### src/rtl/multiplicador_pkg.sv
// Shared types and constants for the operand-capture front end of the multiplier.
package multiplicador_pkg;

    localparam int ANCHO_DEFECTO = 4;

    typedef enum logic [1:0] {
        ESPERA   = 2'b00,
        PRESENTA = 2'b01,
        OCUPADO  = 2'b10
    } estado_lectura_t;

endpackage

### src/rtl/antirrebote.sv
// Start-button conditioning: multi-flop synchroniser, stability counter and
// a registered one-cycle pulse on each accepted rising level.
module antirrebote #(
    parameter int SINC_ETAPAS        = 2,
    parameter int ANTIRREBOTE_CICLOS = 16
) (
    input  logic reloj,
    input  logic reinicio,
    input  logic entrada,
    output logic nivel,
    output logic pulso
);

    localparam int CW = (ANTIRREBOTE_CICLOS > 1) ? $clog2(ANTIRREBOTE_CICLOS) : 1;
    localparam logic [CW-1:0] CUENTA_MAX = CW'(ANTIRREBOTE_CICLOS - 1);

    logic [SINC_ETAPAS-1:0] r_sinc;
    logic [CW-1:0]          r_cuenta;
    logic                   r_nivel;
    logic                   r_nivel_d;
    logic                   r_pulso;
    logic                   w_muestra;
    logic [CW-1:0]          w_cuenta_sig;
    logic                   w_nivel_sig;

    assign w_muestra = r_sinc[SINC_ETAPAS-1];

    // Synchroniser chain for the asynchronous button
    always_ff @(posedge reloj or negedge reinicio) begin
        if (!reinicio) begin
            r_sinc <= {SINC_ETAPAS{1'b0}};
        end else begin
            r_sinc <= {r_sinc[SINC_ETAPAS-2:0], entrada};
        end
    end

    // The level only flips after ANTIRREBOTE_CICLOS consecutive disagreeing samples
    always_comb begin
        w_cuenta_sig = {CW{1'b0}};
        w_nivel_sig  = r_nivel;
        if (w_muestra == r_nivel) begin
            w_cuenta_sig = {CW{1'b0}};
            w_nivel_sig  = r_nivel;
        end else if (r_cuenta == CUENTA_MAX) begin
            w_cuenta_sig = {CW{1'b0}};
            w_nivel_sig  = ~r_nivel;
        end else begin
            w_cuenta_sig = r_cuenta + CW'(1);
            w_nivel_sig  = r_nivel;
        end
    end

    // Counter, debounced level and rising-edge pulse registers
    always_ff @(posedge reloj or negedge reinicio) begin
        if (!reinicio) begin
            r_cuenta  <= {CW{1'b0}};
            r_nivel   <= 1'b0;
            r_nivel_d <= 1'b0;
            r_pulso   <= 1'b0;
        end else begin
            r_cuenta  <= w_cuenta_sig;
            r_nivel   <= w_nivel_sig;
            r_nivel_d <= r_nivel;
            r_pulso   <= r_nivel & ~r_nivel_d;
        end
    end

    assign nivel = r_nivel;
    assign pulso = r_pulso;

endmodule

### src/rtl/captura_operandos.sv
// Captures two switch operands on a debounced button press and offers them
// to the multiplier over valid/ready, blocking new captures until it finishes.
module captura_operandos
    import multiplicador_pkg::*;
#(
    parameter int ANCHO              = ANCHO_DEFECTO,
    parameter int SINC_ETAPAS        = 2,
    parameter int ANTIRREBOTE_CICLOS = 16
) (
    input  logic             reloj,
    input  logic             reinicio,
    input  logic [ANCHO-1:0] operandoEntradaA,
    input  logic [ANCHO-1:0] operandoEntradaB,
    input  logic             iniciarMultiplicacion,
    input  logic             multiplicadorListo,
    input  logic             finMultiplicacion,
    output logic [ANCHO-1:0] operandoSalidaA,
    output logic [ANCHO-1:0] operandoSalidaB,
    output logic             banderaValida,
    output logic             ocupado,
    output logic             ledOperandoA,
    output logic             ledOperandoB
);

    estado_lectura_t  r_estado;
    estado_lectura_t  w_estado_sig;
    logic [ANCHO-1:0] r_a;
    logic [ANCHO-1:0] r_b;
    logic [ANCHO-1:0] w_a_sig;
    logic [ANCHO-1:0] w_b_sig;
    logic             r_valida;
    logic             r_ocupado;
    logic             r_led;
    logic             w_valida_sig;
    logic             w_ocupado_sig;
    logic             w_led_sig;
    logic             w_pulso;
    logic             w_nivel_unused;

    antirrebote #(
        .SINC_ETAPAS        (SINC_ETAPAS),
        .ANTIRREBOTE_CICLOS (ANTIRREBOTE_CICLOS)
    ) u_antirrebote (
        .reloj    (reloj),
        .reinicio (reinicio),
        .entrada  (iniciarMultiplicacion),
        .nivel    (w_nivel_unused),
        .pulso    (w_pulso)
    );

    // Next state and next operand values; presses outside ESPERA are dropped
    always_comb begin
        w_estado_sig = r_estado;
        w_a_sig      = r_a;
        w_b_sig      = r_b;
        case (r_estado)
            ESPERA: begin
                if (w_pulso) begin
                    w_estado_sig = PRESENTA;
                    w_a_sig      = operandoEntradaA;
                    w_b_sig      = operandoEntradaB;
                end else begin
                    w_estado_sig = ESPERA;
                end
            end
            PRESENTA: begin
                if (r_valida && multiplicadorListo) begin
                    w_estado_sig = OCUPADO;
                end else begin
                    w_estado_sig = PRESENTA;
                end
            end
            OCUPADO: begin
                if (finMultiplicacion) begin
                    w_estado_sig = ESPERA;
                    w_a_sig      = {ANCHO{1'b0}};
                    w_b_sig      = {ANCHO{1'b0}};
                end else begin
                    w_estado_sig = OCUPADO;
                end
            end
            default: begin
                w_estado_sig = ESPERA;
                w_a_sig      = {ANCHO{1'b0}};
                w_b_sig      = {ANCHO{1'b0}};
            end
        endcase
    end

    // Flag outputs are decoded from the next state so they register alongside it
    always_comb begin
        w_valida_sig  = (w_estado_sig == PRESENTA);
        w_ocupado_sig = (w_estado_sig != ESPERA);
        w_led_sig     = (w_estado_sig == ESPERA);
    end

    // State and output registers
    always_ff @(posedge reloj or negedge reinicio) begin
        if (!reinicio) begin
            r_estado  <= ESPERA;
            r_a       <= {ANCHO{1'b0}};
            r_b       <= {ANCHO{1'b0}};
            r_valida  <= 1'b0;
            r_ocupado <= 1'b0;
            r_led     <= 1'b1;
        end else begin
            r_estado  <= w_estado_sig;
            r_a       <= w_a_sig;
            r_b       <= w_b_sig;
            r_valida  <= w_valida_sig;
            r_ocupado <= w_ocupado_sig;
            r_led     <= w_led_sig;
        end
    end

    assign operandoSalidaA = r_a;
    assign operandoSalidaB = r_b;
    assign banderaValida   = r_valida;
    assign ocupado         = r_ocupado;
    assign ledOperandoA    = r_led;
    assign ledOperandoB    = r_led;

endmodule
### config.mk
export PLATFORM = sky130hd
export DESIGN_NAME = captura_operandos
export DESIGN_NICKNAME = d
export VERILOG_FILES = /design/src/rtl/multiplicador_pkg.sv /design/src/rtl/antirrebote.sv /design/src/rtl/captura_operandos.sv
export SDC_FILE = /design/constraint.sdc
export NUM_CORES = 1
export LEC_CHECK = 0
export CAP_MARGIN = 25
export CELL_PAD_IN_SITES_DETAIL_PLACEMENT = 0
export CELL_PAD_IN_SITES_GLOBAL_PLACEMENT = 1
export CORE_MARGIN = 4
export CORE_UTILIZATION = 33
export DETAILED_ROUTE_END_ITERATION = 8
export HOLD_SLACK_MARGIN = 0.06
export PLACE_DENSITY_LB_ADDON = 0.1
export SYNTH_ARGS = -nofsm -noshare
export SYNTH_HDL_FRONTEND = slang
export SYNTH_SLANG_ARGS = --single-unit
### constraint.sdc
create_clock -name reloj -period 1.1 [get_ports reloj]
set_input_delay 0.33 -clock reloj [delete_from_list [all_inputs] [get_ports reloj]]
set_output_delay 0.33 -clock reloj [all_outputs]
set_load 0.005 [all_outputs]
==> results list, run 1 <==
* Area of the mapped netlist: 967 sq um
- Following the worst setup path forward leads to its endpoint at ledOperandoB.
- Min setup slack post-route: -0.178 ns
- Synthesis produced a netlist with a net count of 89.
- On the worst path, the slowest cell contributes a delay of around 0.54 ns.
* RSZ-0062 raised after global routing: true
- Residual DRC count: 0
* Pre-Repair DR Iteration Count: 4
* CTS sink cnt: 22
- For this configuration, the core starts out at a cell density of 34.8%.
- Cell taking the most area after synthesis: sky130_fd_sc_hd__dfrtp_1
- Initial antenna violation count: 0
* Clock Skews: 0.00128 ns
- The area growth from synthesis to layout is 58.0%.
- Largest net degree at the start of global routing: 14
- Part of the Yosys area used for sequential elements: 57.1%
- At the later pin of the worst-skew pair, clock insertion delay measures 0.30 ns.
- Post-Route WL: 2210 microns
- The die is 62.1 microns tall.
* Final design area excluding fillers: 0.00153 sq mm
* Levels on crit path: 1
- Number of ports placed on the die boundary: 25
* Average cell area after synthesis: 12.9 sq um
- Power comes to 1.55 mW.
* # fillers: 256
* Reg-to-Reg End: operandoSalidaA[3]$_DFFE_PN0P_
* Width of the die: 62.1 microns
- Number of diodes: 0
- In the final routed layout, each cell accounts on average for 13.8 microns.
- The cell sitting at the root of the clock tree is a sky130_fd_sc_hd__clkbuf_4.
- Max transition margin: about four fifths
- Cells traversed along the worst timing path: buf_2
- In the final design database the tool counted 144 nets.
* Final setup violation count: 14
* Worst setup EP type: output pin
- For the pin with the worst max-slew slack, the measured transition is 0.327 ns.
- Number of slew-limit violations in the final report: 0
- Buffers on Ports: 24
- Leakage dissipation: 0.716 nW
- TritonCTS built the clock tree.
- The final reports fail on setup timing.
- Achievable clock frequency: 0.782 GHz
- At the worst endpoint, the arrival time is 0.95 ns.
- Clock tree synthesis inserted a total of 3 buffers.
- The via count of the first global-routing pass is 837.
- Data required, critical path: 0.77 ns
- The first global-routing pass estimated 3900 microns of wire.
- Placement row count: 19
- Worst-case vdd ir drop: 0.847 mV
* Cell count after placement: about 150
- Count of unique library cells instantiated by Yosys: 28
- Final core occ: between 50% and 60%
* Final hold violation count: 0
- Flip-flop and latch count after synthesis: 22
* Worst r2r src: r_estado[1]$_DFF_PN0_
- In the finished design, the share of the clock period the worst path needs comes to 116%.
- The kind of cell with the highest combined delay along the critical path is flip-flops.
- Number of warning messages in the yosys log: 0
- After clock tree synthesis, the clock-pin slew on the worst setup and hold paths is 0.12 ns.
* Area post-placement: 0.00138 sq mm
* Post-synthesis instance total: 75
- For this run, the number of standard cells in the final layout without fillers is 160.
- CTS Buffer Depth: 2
- Critical-path top delay cell: sky130_fd_sc_hd__dfstp_2
- Final HPWL from detailed placement: 1510 microns
- Length in cells of the worst reg-to-reg path: 5
- Across every metal layer, demand over resource in global routing totals 12.0%.
- Setup slack on the worst flop-to-flop path: -0.02 ns
- Detailed-route via count: 779
- The die covers 0.00386 sq mm.
- Hold timing on the final database bottoms out at a slack of 0.339 ns.
- Largest driver fanout on the critical path: 2
* Global placer's final weighted congestion: 0.710
- Most area-consuming cells after synthesis: sky130_fd_sc_hd__dfrtp_1 54%, sky130_fd_sc_hd__o2bb2ai_1 7.2%, sky130_fd_sc_hd__a22o_1 5.4%
- The run finished, with violations left.
* Fraction of synthesized cell area taken by the top area cell type: around 54%
- Number of buffers and inverters on the critical path: 1
- Total power density per cell area: 1020 mW/mm^2
- In this run the number of H-tree levels came out at 1.
- Max capacitance violation total: 0
* Setup Slack @ Placement: -0.359 ns
- Number of vias per cell: 4.87
- Worst setup path startpoint: ledOperandoA$_DFF_PN1_
- The path class of the tightest hold or removal check is input port to asynchronous set/reset pin.
* Overflow left after global routing: 0
* Placeable core region: 0.00278 sq mm
- For this block, the initial DRC count from the detailed router was 19.
- Counting I/O delays and the setup requirement, the final critical path takes 1.28 ns.
- In the final timing run, aggregate negative setup slack is -0.925 ns.
* Share of cells above drive strength 1: 57.4%
- Once detail routing completed, the nets flagged for antenna violations numbered 0.
- Worst Path Class, Setup: flop to output pin
- The worst setup path is launched from a flop.
[report_power, final]
group / total, mW / internal [mW] / leakage [nW] / switching [mW]
logic: 0.291 / 0.170 / 0.410 / 0.121
registers: 0.881 / 0.850 / 0.291 / 0.0305
clock network: 0.382 / 0.141 / 0.0150 / 0.241
[final cells by class]
| type | instances | area [sq um] | area share [%] |
|---|---|---|---|
| sequential | 22 | 556 | 36.4 |
| multi-input combinational | 46 | 454 | 29.7 |
| timing repair buffer | 55 | 440 | 28.8 |
| tap | 31 | 38.8 | 2.54 |
| clock buffer | 4 | 26.3 | 1.72 |
| inverter | 2 | 12.5 | 0.819 |
[placed cells by master, fill, tap and decap left out, drive strengths merged, types with 3 or more instances in the layout]
cell type and count:
a21oi 3, a22o 6, nand2 6, clkbuf 4, buf 43, nor2b 4, dfrtp 21, nor2 3
clkdlybuf4s50 10, o2bb2ai 8
[sequential cells by signal, summed over array words and instances (netlist names)]
name,count
u_antirrebote.pulso,1
banderaValida,1
operandoSalidaA,4
u_antirrebote.r_cuenta,4
u_antirrebote.nivel,1
u_antirrebote.r_sinc,2
r_estado,2
u_antirrebote.r_nivel_d,1
ledOperandoA,1
ocupado,1
operandoSalidaB,4
[cell families after synthesis]
| family | count (synthesis) | synth area share, % |
|---|---|---|
| compound gates | 23 | 21.6 |
| mux | 1 | 1.16 |
| flops | 22 | 57.1 |
| fa+ha+maj | 1 | 1.29 |
| simple gates | 19 | 11.1 |
| xor+xnor | 2 | 1.81 |
| buf+inv | 7 | 5.95 |
[synthesized netlist by cell type]
| cell type | number |
|---|---|
| sky130_fd_sc_hd__dfrtp_1 | 21 |
| sky130_fd_sc_hd__o2bb2ai_1 | 8 |
| sky130_fd_sc_hd__a22o_1 | 6 |
| sky130_fd_sc_hd__nand2_1 | 6 |
| sky130_fd_sc_hd__buf_4 | 3 |
| sky130_fd_sc_hd__nor2b_1 | 3 |
| sky130_fd_sc_hd__a21oi_1 | 2 |
| sky130_fd_sc_hd__a22oi_1 | 2 |
| sky130_fd_sc_hd__buf_6 | 2 |
| sky130_fd_sc_hd__nand3_1 | 2 |
| sky130_fd_sc_hd__nor2_1 | 2 |
| sky130_fd_sc_hd__xnor2_1 | 2 |
| sky130_fd_sc_hd__a21oi_2 | 1 |
| sky130_fd_sc_hd__a311oi_1 | 1 |
| sky130_fd_sc_hd__a311oi_4 | 1 |
| sky130_fd_sc_hd__dfstp_2 | 1 |
| sky130_fd_sc_hd__ha_1 | 1 |
| sky130_fd_sc_hd__inv_1 | 1 |
| sky130_fd_sc_hd__inv_6 | 1 |
| sky130_fd_sc_hd__mux2_1 | 1 |
| sky130_fd_sc_hd__nand2b_1 | 1 |
| sky130_fd_sc_hd__nand4b_1 | 1 |
| sky130_fd_sc_hd__nor2_2 | 1 |
| sky130_fd_sc_hd__nor2b_4 | 1 |
| sky130_fd_sc_hd__nor3b_1 | 1 |
| sky130_fd_sc_hd__o21ai_0 | 1 |
| sky130_fd_sc_hd__o22ai_2 | 1 |
| sky130_fd_sc_hd__or2_1 | 1 |
[metal layers]
| layer | up-vias | track usage (%) | part of all wire (%) | wire length (microns) |
|---|---|---|---|---|
| met3 | 0 | 3.06 | 5.0 | 111 |
| met5 | - | 0 | 0 | 0 |
| met2 | 16 | 18.1 | 50 | 1100 |
| met4 | 0 | 4.07 | 0 | 0 |
| met1 | 381 | 16.6 | 45 | 999 |
| li1 | 382 | - | - | - |
[worst min-delay path by stage]
stage                                            from                                end  slack (ns)  cells after the start
floorplan                                    reinicio            banderaValida$_DFF_PN0_        0.03                      0
global placement    u_antirrebote.r_sinc[0]$_DFF_PN0_  u_antirrebote.r_sinc[1]$_DFF_PN0_        0.34                      0
detailed placement  u_antirrebote.r_sinc[0]$_DFF_PN0_  u_antirrebote.r_sinc[1]$_DFF_PN0_        0.34                      0
CTS                                          reinicio     operandoSalidaA[1]$_DFFE_PN0P_        0.33                      2
global route                                 reinicio     operandoSalidaB[0]$_DFFE_PN0P_        0.33                      2
finish                                       reinicio     operandoSalidaA[1]$_DFFE_PN0P_        0.34                      2
[repair_timing]
item	CTS	global route
pin swaps	6	6
setup buffers	7	4
hold buffers	0	0
endpoints found under the setup margin	20	26
endpoints found under the hold margin	0	0
gates resized for setup	57	23
(Power assumes the default switching activity.)
==> inputs of run 2 (changes only) <==
--- a/config.mk
+++ b/config.mk
@@ -16,3 +16,4 @@
 export SYNTH_ARGS = -nofsm -noshare
 export SYNTH_HDL_FRONTEND = slang
 export SYNTH_SLANG_ARGS = --single-unit
+export TNS_END_PERCENT = 1
==> run 2 against run 1 <==
Global-route usage down 0.19 points. The run still ends with setup timing left. Register-to-register slack worse by 0.06 ns. Maximum frequency about the same. Count of clock-buffer cells in the layout unchanged. Routed wire length down 5.8%. Clock power about the same. Hold slack about the same. Worst setup slack about the same. Highest routed layer unchanged. Sequential share of layout area up 3.3 points. Total power down 2.2%. Clock skew about the same.
==> results list, run 2 (same netlist as run 1, synthesis figures left out) <==
- The antenna diode instance count was 0 (unchanged).
- Arrival @ worst endpoint: 0.95 ns (about the same)
- The number of optimization iterations in the first detailed-route pass is 4 (unchanged).
* Total power density per cell area: 1080 mW/mm^2 (+6.6%)
* Detailed-route via count: 733 (-5.9%)
* Width of the die: 62.1 microns (unchanged)
- Leaving out fill and tap cells, the most frequent cells in the layout are 24 x sky130_fd_sc_hd__buf_4, 18 x sky130_fd_sc_hd__dfrtp_1, 11 x sky130_fd_sc_hd__clkdlybuf4s50_1, 10 x sky130_fd_sc_hd__clkbuf_2, 8 x sky130_fd_sc_hd__o2bb2ai_1.
- Final HPWL from detailed placement: 1510 microns (unchanged)
* Max capacitance violation total: 0 (unchanged)
- TritonCTS built the clock tree.
- The worst setup path is launched from a flop.
* Share of cells above drive strength 1: 45.6% (-12 points)
* Setup slack on the worst flop-to-flop path: -0.08 ns (-0.06 ns)
- Leading cell type in the layout, fill and taps excluded: sky130_fd_sc_hd__buf_4
* Worst-skew pair later-pin latency: 0.30 ns (about the same)
- Starting DRT DRC Count: 20 (+1)
- Run status: finished, violations left
* Critical Path Max Stage Delay: 0.54 ns (about the same)
* Final hold violation count: 0 (unchanged)
- The number of buffers on the longest clock path came to 2 (unchanged).
* CTS root buf: sky130_fd_sc_hd__clkbuf_4
* Achievable clock frequency: 0.782 GHz (about the same)
* Initial antenna violation count: 0 (unchanged)
* Placeable core region: 0.00278 sq mm (unchanged)
- The H-tree depth came to 1 (unchanged).
- Clock Skews: 0.00105 ns (-0.000230 ns)
* Final setup violation count: 14 (unchanged)
* Critical-path top delay cell: sky130_fd_sc_hd__dfstp_2
- The die area was 0.00386 sq mm (unchanged).
* Wire per inst: 13.3 microns (-3.4%)
* CTS sink cnt: 22 (unchanged)
* Number of vias per cell: 4.70 (-3.5%)
- The setup TNS after final layout is -0.859 ns (+0.0663 ns).
* Global-route wire length before repair: 3830 microns (-1.8%)
- The post-route DRC violation count came to 0 (unchanged).
* Worst-case vdd ir drop: 0.865 mV (+2.2%)
- The via count of the first global-routing pass came to 826 (-1.3%).
* RSZ-0062 raised after global routing: true
- Min setup slack post-route: -0.178 ns (-0.0000390 ns)
* Placement row count: 19 (unchanged)
- Worst setup EP type: output pin
* Overflow left after global routing: 0 (unchanged)
- Post-Route WL: 2080 microns (-5.8%)
- # fillers: 265 (+3.5%)
- The slew at the pin with the worst max-slew slack was 0.346 ns (+0.0186 ns).
- The setup path with the least slack is of type flop to output pin.
- Leakage dissipation: 0.648 nW (-9.6%)
- Violations in the final reports: setup timing
- The number of input and output port buffers inserted was 24 (unchanged).
* Largest net degree at the start of global routing: 14 (unchanged)
- Syn-to-layout area delta: 44.9%
* Minimum clock period: 1.28 ns (+0.0000390 ns)
- Total chip power: 1.52 mW (-2.2%)
- The die boundary height was 62.1 microns (unchanged).
- The utilization after layout is 50.4% (-4.5 points).
* Data required, critical path: 0.77 ns (about the same)
- The ratio of final minimum period to clock period is 116% (about the same).
- The post-detailed-route count of antenna-violating nets came to 0 (unchanged).
- Walking the worst path, the cells encountered are buf_2.
- The number of top-level pins is 25 (unchanged).
- Min-delay worst type: input port to asynchronous set/reset pin
- The largest fanout on the critical path came to 2 (unchanged).
- Global placer's final weighted congestion: 0.710 (unchanged)
* Setup Slack @ Placement: -0.359 ns (unchanged)
- Starting utilization of the core area: 34.8% (unchanged)
- Number of slew-limit violations in the final report: 0 (unchanged)
- Combined global-route utilization of all metal layers: 11.8% (-0.19 points)
- The hold buffer count at CTS was 0 (unchanged).
- The number of buffers and inverters on the critical path was 1 (unchanged).
- The clock slew seen by the registers of the worst setup and hold paths is 0.12 ns (about the same).
* Inserted Clock Buffers: 3 (unchanged)
- Max transition margin: 76.8% (-1.3 points)
- Largest delay share family, worst path: flip-flops
* Final net count: 140 (-2.8%)
[run 2: worst paths after layout]
| kind | endpoint | cells past startpoint | startpoint |
|---|---|---|---|
| max | ledOperandoB | 1 | ledOperandoA$_DFF_PN1_ |
| min | operandoSalidaB[0]$_DFFE_PN0P_ | 2 | reinicio |
| max reg2reg | ocupado$_DFF_PN0_ | 4 | banderaValida$_DFF_PN0_ |
| min reg2reg | u_antirrebote.r_sinc[1]$_DFF_PN0_ | 0 | u_antirrebote.r_sinc[0]$_DFF_PN0_ |
| max in group asynchronous | ledOperandoA$_DFF_PN1_ | 2 | reinicio |
| min in group reloj | u_antirrebote.r_sinc[1]$_DFF_PN0_ | 0 | u_antirrebote.r_sinc[0]$_DFF_PN0_ |
[run 2: final cells by class]
class / count / area [sq um] / share of cell area, %
well taps: 31 / 38.8 / 2.77
clock buffers: 4 / 26.3 / 1.88
flip-flops and latches: 22 / 556 / 39.6
inverters: 2 / 12.5 / 0.893
multi-input cells: 46 / 375 / 26.8
repair buffers: 51 / 393 / 28.0
[run 2: where the power goes]
group	leakage, nW	switching, mW	total [mW]	internal, mW
clock	0.0150	0.242	0.383	0.141
combinational	0.342	0.106	0.257	0.150
sequential	0.291	0.0297	0.880	0.850
[run 2: timing repair]
action | 4_1_cts | 5_1_grt
setup endpoints to repair | 20 | 25
setup buffers | 4 | 0
resized for setup | 36 | 14
pin swaps | 2 | 3
[run 2: routing by layer]
metal / up-vias / GRT usage [%] / share of wire [%]
li1: 373 / - / -
met1: 344 / 16.6 / 49
met2: 16 / 17.6 / 46
met3: 0 / 2.88 / 4.8
met4: 0 / 4.07 / 0
met5: - / 0 / 0
[run 2: through the flow]
stage | hold slack, ns | cells | area (sq um)
finish | 0.339 | 156 | 1400
global route | 0.333 | 156 | 1400
CTS | 0.333 | 156 | 1440
detailed placement | 0.343 | 148 | 1380
global placement | 0.336 | 148 | 1380
floorplan | 0.0344 | 75 | 970
==> inputs of run 3 (changes only) <==
--- a/config.mk
+++ b/config.mk
@@ -8,11 +8,14 @@
 export CAP_MARGIN = 25
 export CELL_PAD_IN_SITES_DETAIL_PLACEMENT = 0
 export CELL_PAD_IN_SITES_GLOBAL_PLACEMENT = 1
+export CORE_ASPECT_RATIO = 0.5
 export CORE_MARGIN = 4
 export CORE_UTILIZATION = 33
 export DETAILED_ROUTE_END_ITERATION = 8
+export GPL_TIMING_DRIVEN = 1
 export HOLD_SLACK_MARGIN = 0.06
 export PLACE_DENSITY_LB_ADDON = 0.1
+export SETUP_SLACK_MARGIN = 0.05
 export SYNTH_ARGS = -nofsm -noshare
 export SYNTH_HDL_FRONTEND = slang
 export SYNTH_SLANG_ARGS = --single-unit
==> run 3 against run 2 <==
The flow still finishes with violations (setup timing). Critical endpoint unchanged. Largest power group unchanged. Combinational power decreased by 13%. First-iteration DRC count up 40%. Largest cell class unchanged. Routed wire length up 2.7%. Die area grew 1.4%.
==> results list, run 3 (same netlist as run 1, synthesis figures left out) <==
* Sequential share of power: 47.3% (-11 points)
- Starting utilization of the core area: 35.8% (+1.0 points)
- Worst Path Class, Setup: flop to output pin
* Detailed-route via count: 751 (+2.5%)
- Width of the die: 84.6 microns (+36%)
- The fraction of power spent switching nets is 21.9% (-2.9 points).
* Share of cells above drive strength 1: 43.7% (-1.9 points)
- Worst setup EP type: output pin
- The max-slew violation count was 0 (unchanged).
- The maximum number of pins on one net before global-route repair came to 23 (+9).
* Clock Skews: 0.000974 ns (-0.0000779 ns)
- The clock slew seen by the registers of the worst setup and hold paths was 0.08 ns (-0.04 ns).
- Final worst-path cycle share: 112% (-4.4 points)
- Routed metal-1 wire length: 925 microns (-9.9%)
- Largest driver fanout on the critical path: 2 (unchanged)
- The worst slack after detailed placement was -0.359 ns (-0.0000810 ns).
* Global placer's final weighted congestion: 0.708 (-0.31%)
- Number of vias per cell: 4.81 (+2.5%)
- The maximum clock frequency was 0.813 GHz (+3.9%).
- The areal power density over the cells was 1310 mW/mm^2 (+21%).
- The portion of total power attributed to combinational logic came to 11.9% (-5.0 points).
- The met2 wirelength from detailed routing is 1060 microns (+11%).
* Max transition margin: 79.6% (+2.8 points)
- The number of antenna violations at the first check in global routing was 0 (unchanged).
* Wire per inst: 13.7 microns (+2.7%)
* Met3 layer wire length in the routed design: 140 microns (+41%)
- Placement row count: 13 (-6)
- The number of setup violations in the final report is 4 (-10).
- The largest vdd supply drop is 0.753 mV (-13%).
- The share of power burned in the clock network is 40.8% (+16 points).
* Max capacitance violation total: 0 (unchanged)
- Final hold violation count: 0 (unchanged)
* Pre-Repair DR Iteration Count: 4 (unchanged)
- Post-Route WL: 2140 microns (+2.7%)
* Critical Path Max Stage Delay: 0.53 ns (about the same)
- Number of global-route vias before repair: 799 (-3.3%)
- TritonCTS built the clock tree.
- The H-tree depth is 1 (unchanged).
- The total half-perimeter wirelength after legalization and detailed placement came to 1590 microns (+4.9%).
- The antenna diode instance count is 0 (unchanged).
- The number of buffers and inverters on the critical path was 1 (unchanged).
- Arrival @ worst endpoint: 0.90 ns (-0.05 ns)
- Reported net switching power: 0.411 mW (+8.9%)
- Die footprint: 0.00391 sq mm (+1.4%)
* Starting DRT DRC Count: 28 (+40%)
- The final reports fail on setup timing.
- The post-detailed-route count of antenna-violating nets is 0 (unchanged).
- Number of ports placed on the die boundary: 25 (unchanged)
- The die boundary height was 46.3 microns (-26%).
- The area growth from synthesis to layout is 48.0%.
* Actual slew at the worst max-slew pin: 0.304 ns (-0.0420 ns)
- Total Neg Setup Slack: -0.308 ns (+0.551 ns)
- The number of buffers on the longest clock path came to 2 (unchanged).
- Cells traversed along the worst timing path: buf_2
- Combined global-route utilization of all metal layers: 12.5% (+0.67 points)
- The core footprint came to 0.00270 sq mm (-2.9%).
- CTS root buf: sky130_fd_sc_hd__clkbuf_8
* Internal power consumption: 1.47 mW (+28%)
* Final net count: 134 (-4.3%)
- The worst path setup slack after routing came to -0.130 ns (+0.0480 ns).
- RSZ-0062 raised after global routing: true
* Commonest cells after routing, fill and taps aside: 19 x sky130_fd_sc_hd__dfrtp_1, 18 x sky130_fd_sc_hd__buf_4, 10 x sky130_fd_sc_hd__clkdlybuf4s50_1, 9 x sky130_fd_sc_hd__clkbuf_2, 7 x sky130_fd_sc_hd__o2bb2ai_1
* Data required, critical path: 0.77 ns (about the same)
* Residual DRC count: 0 (unchanged)
- The library cell used most frequently in the layout, excluding fill and tap cells, is sky130_fd_sc_hd__dfrtp_1.
* Leakage dissipation: 0.651 nW (+0.44%)
- The number of input and output port buffers inserted is 24 (unchanged).
- Largest delay share family, worst path: flip-flops
- Min-delay worst type: flop to flop
- The shortest period the worst path allows came to 1.23 ns (-0.0480 ns).
* Nature of the critical path startpoint: flop
- Critical-path top delay cell: sky130_fd_sc_hd__dfstp_2
- Non-filler instance count after layout: 156 (unchanged)
* Overflow left after global routing: 0 (unchanged)
- Inserted Clock Buffers: 3 (unchanged)
* Worst-skew pair later-pin latency: 0.27 ns (-0.03 ns)
- Hold_buf cts: 0 (unchanged)
- Post-Route Hold Slack: 0.361 ns (+0.0222 ns)
- The detailed router used layers up to and including met4.
- Cell count after placement: 149 (+0.68%)
- The wire length of the first global-routing pass was 3630 microns (-5.2%).
* Final core occ: 53.0% (+2.6 points)
* CTS sink cnt: 22 (unchanged)
- Run status: finished, violations left
[run 3: layer usage]
metal,up-vias,track usage (%)
li1,363,-
met1,367,13.3
met2,19,22.6
met3,2,5.71
met4,0,4.73
met5,-,0
[run 3: path summary, 6_finish.rpt]
kind	from	endpoint	slack, ns	cells after the start
setup / recovery	ledOperandoA$_DFF_PN1_	ledOperandoB	-0.13	1
hold / removal	u_antirrebote.r_sinc[0]$_DFF_PN0_	u_antirrebote.r_sinc[1]$_DFF_PN0_	0.36	0
setup reg to reg	u_antirrebote.r_cuenta[1]$_DFF_PN0_	u_antirrebote.nivel$_DFFE_PN0P_	-0.02	3
hold reg to reg	u_antirrebote.r_sinc[0]$_DFF_PN0_	u_antirrebote.r_sinc[1]$_DFF_PN0_	0.36	0
max in group asynchronous	reinicio	ledOperandoA$_DFF_PN1_	0.48	2
min in group asynchronous	reinicio	u_antirrebote.r_sinc[1]$_DFF_PN0_	0.40	2
[run 3: power by group through the flow]
stage | logic (mW) | registers (mW) | clock network (mW)
after floorplan | 0.101 | 0.892 | 0
after global placement | 0.240 | 0.898 | 0
after detailed placement | 0.246 | 0.901 | 0
after CTS | 0.232 | 0.888 | 0.788
after global routing | 0.246 | 0.896 | 0.823
final | 0.223 | 0.888 | 0.766
[run 3: repair_timing]
item / 4_1_cts / 5_1_grt
pin swaps: 8 / 3
endpoints found under the hold margin: 0 / 0
gates resized for setup: 39 / 11
setup buffers: 3 / 0
setup endpoints to repair: 24 / 24
[run 3: layout make-up]
type                    count  area, sq um
inverters                   2         12.5
multi-input cells          46          392
clock inverters             1         30.0
well taps                  37         46.3
repair buffers             45          355
flip-flops and latches     22          554
clock buffers               3         41.3
fillers                   247         1270
[run 3: through the flow]
step	power, mW	instance area [sq um]
after floorplan	0.993	978
after global placement	1.14	1370
after detailed placement	1.15	1370
after CTS	1.91	1470
after global routing	1.96	1430
final	1.88	1430
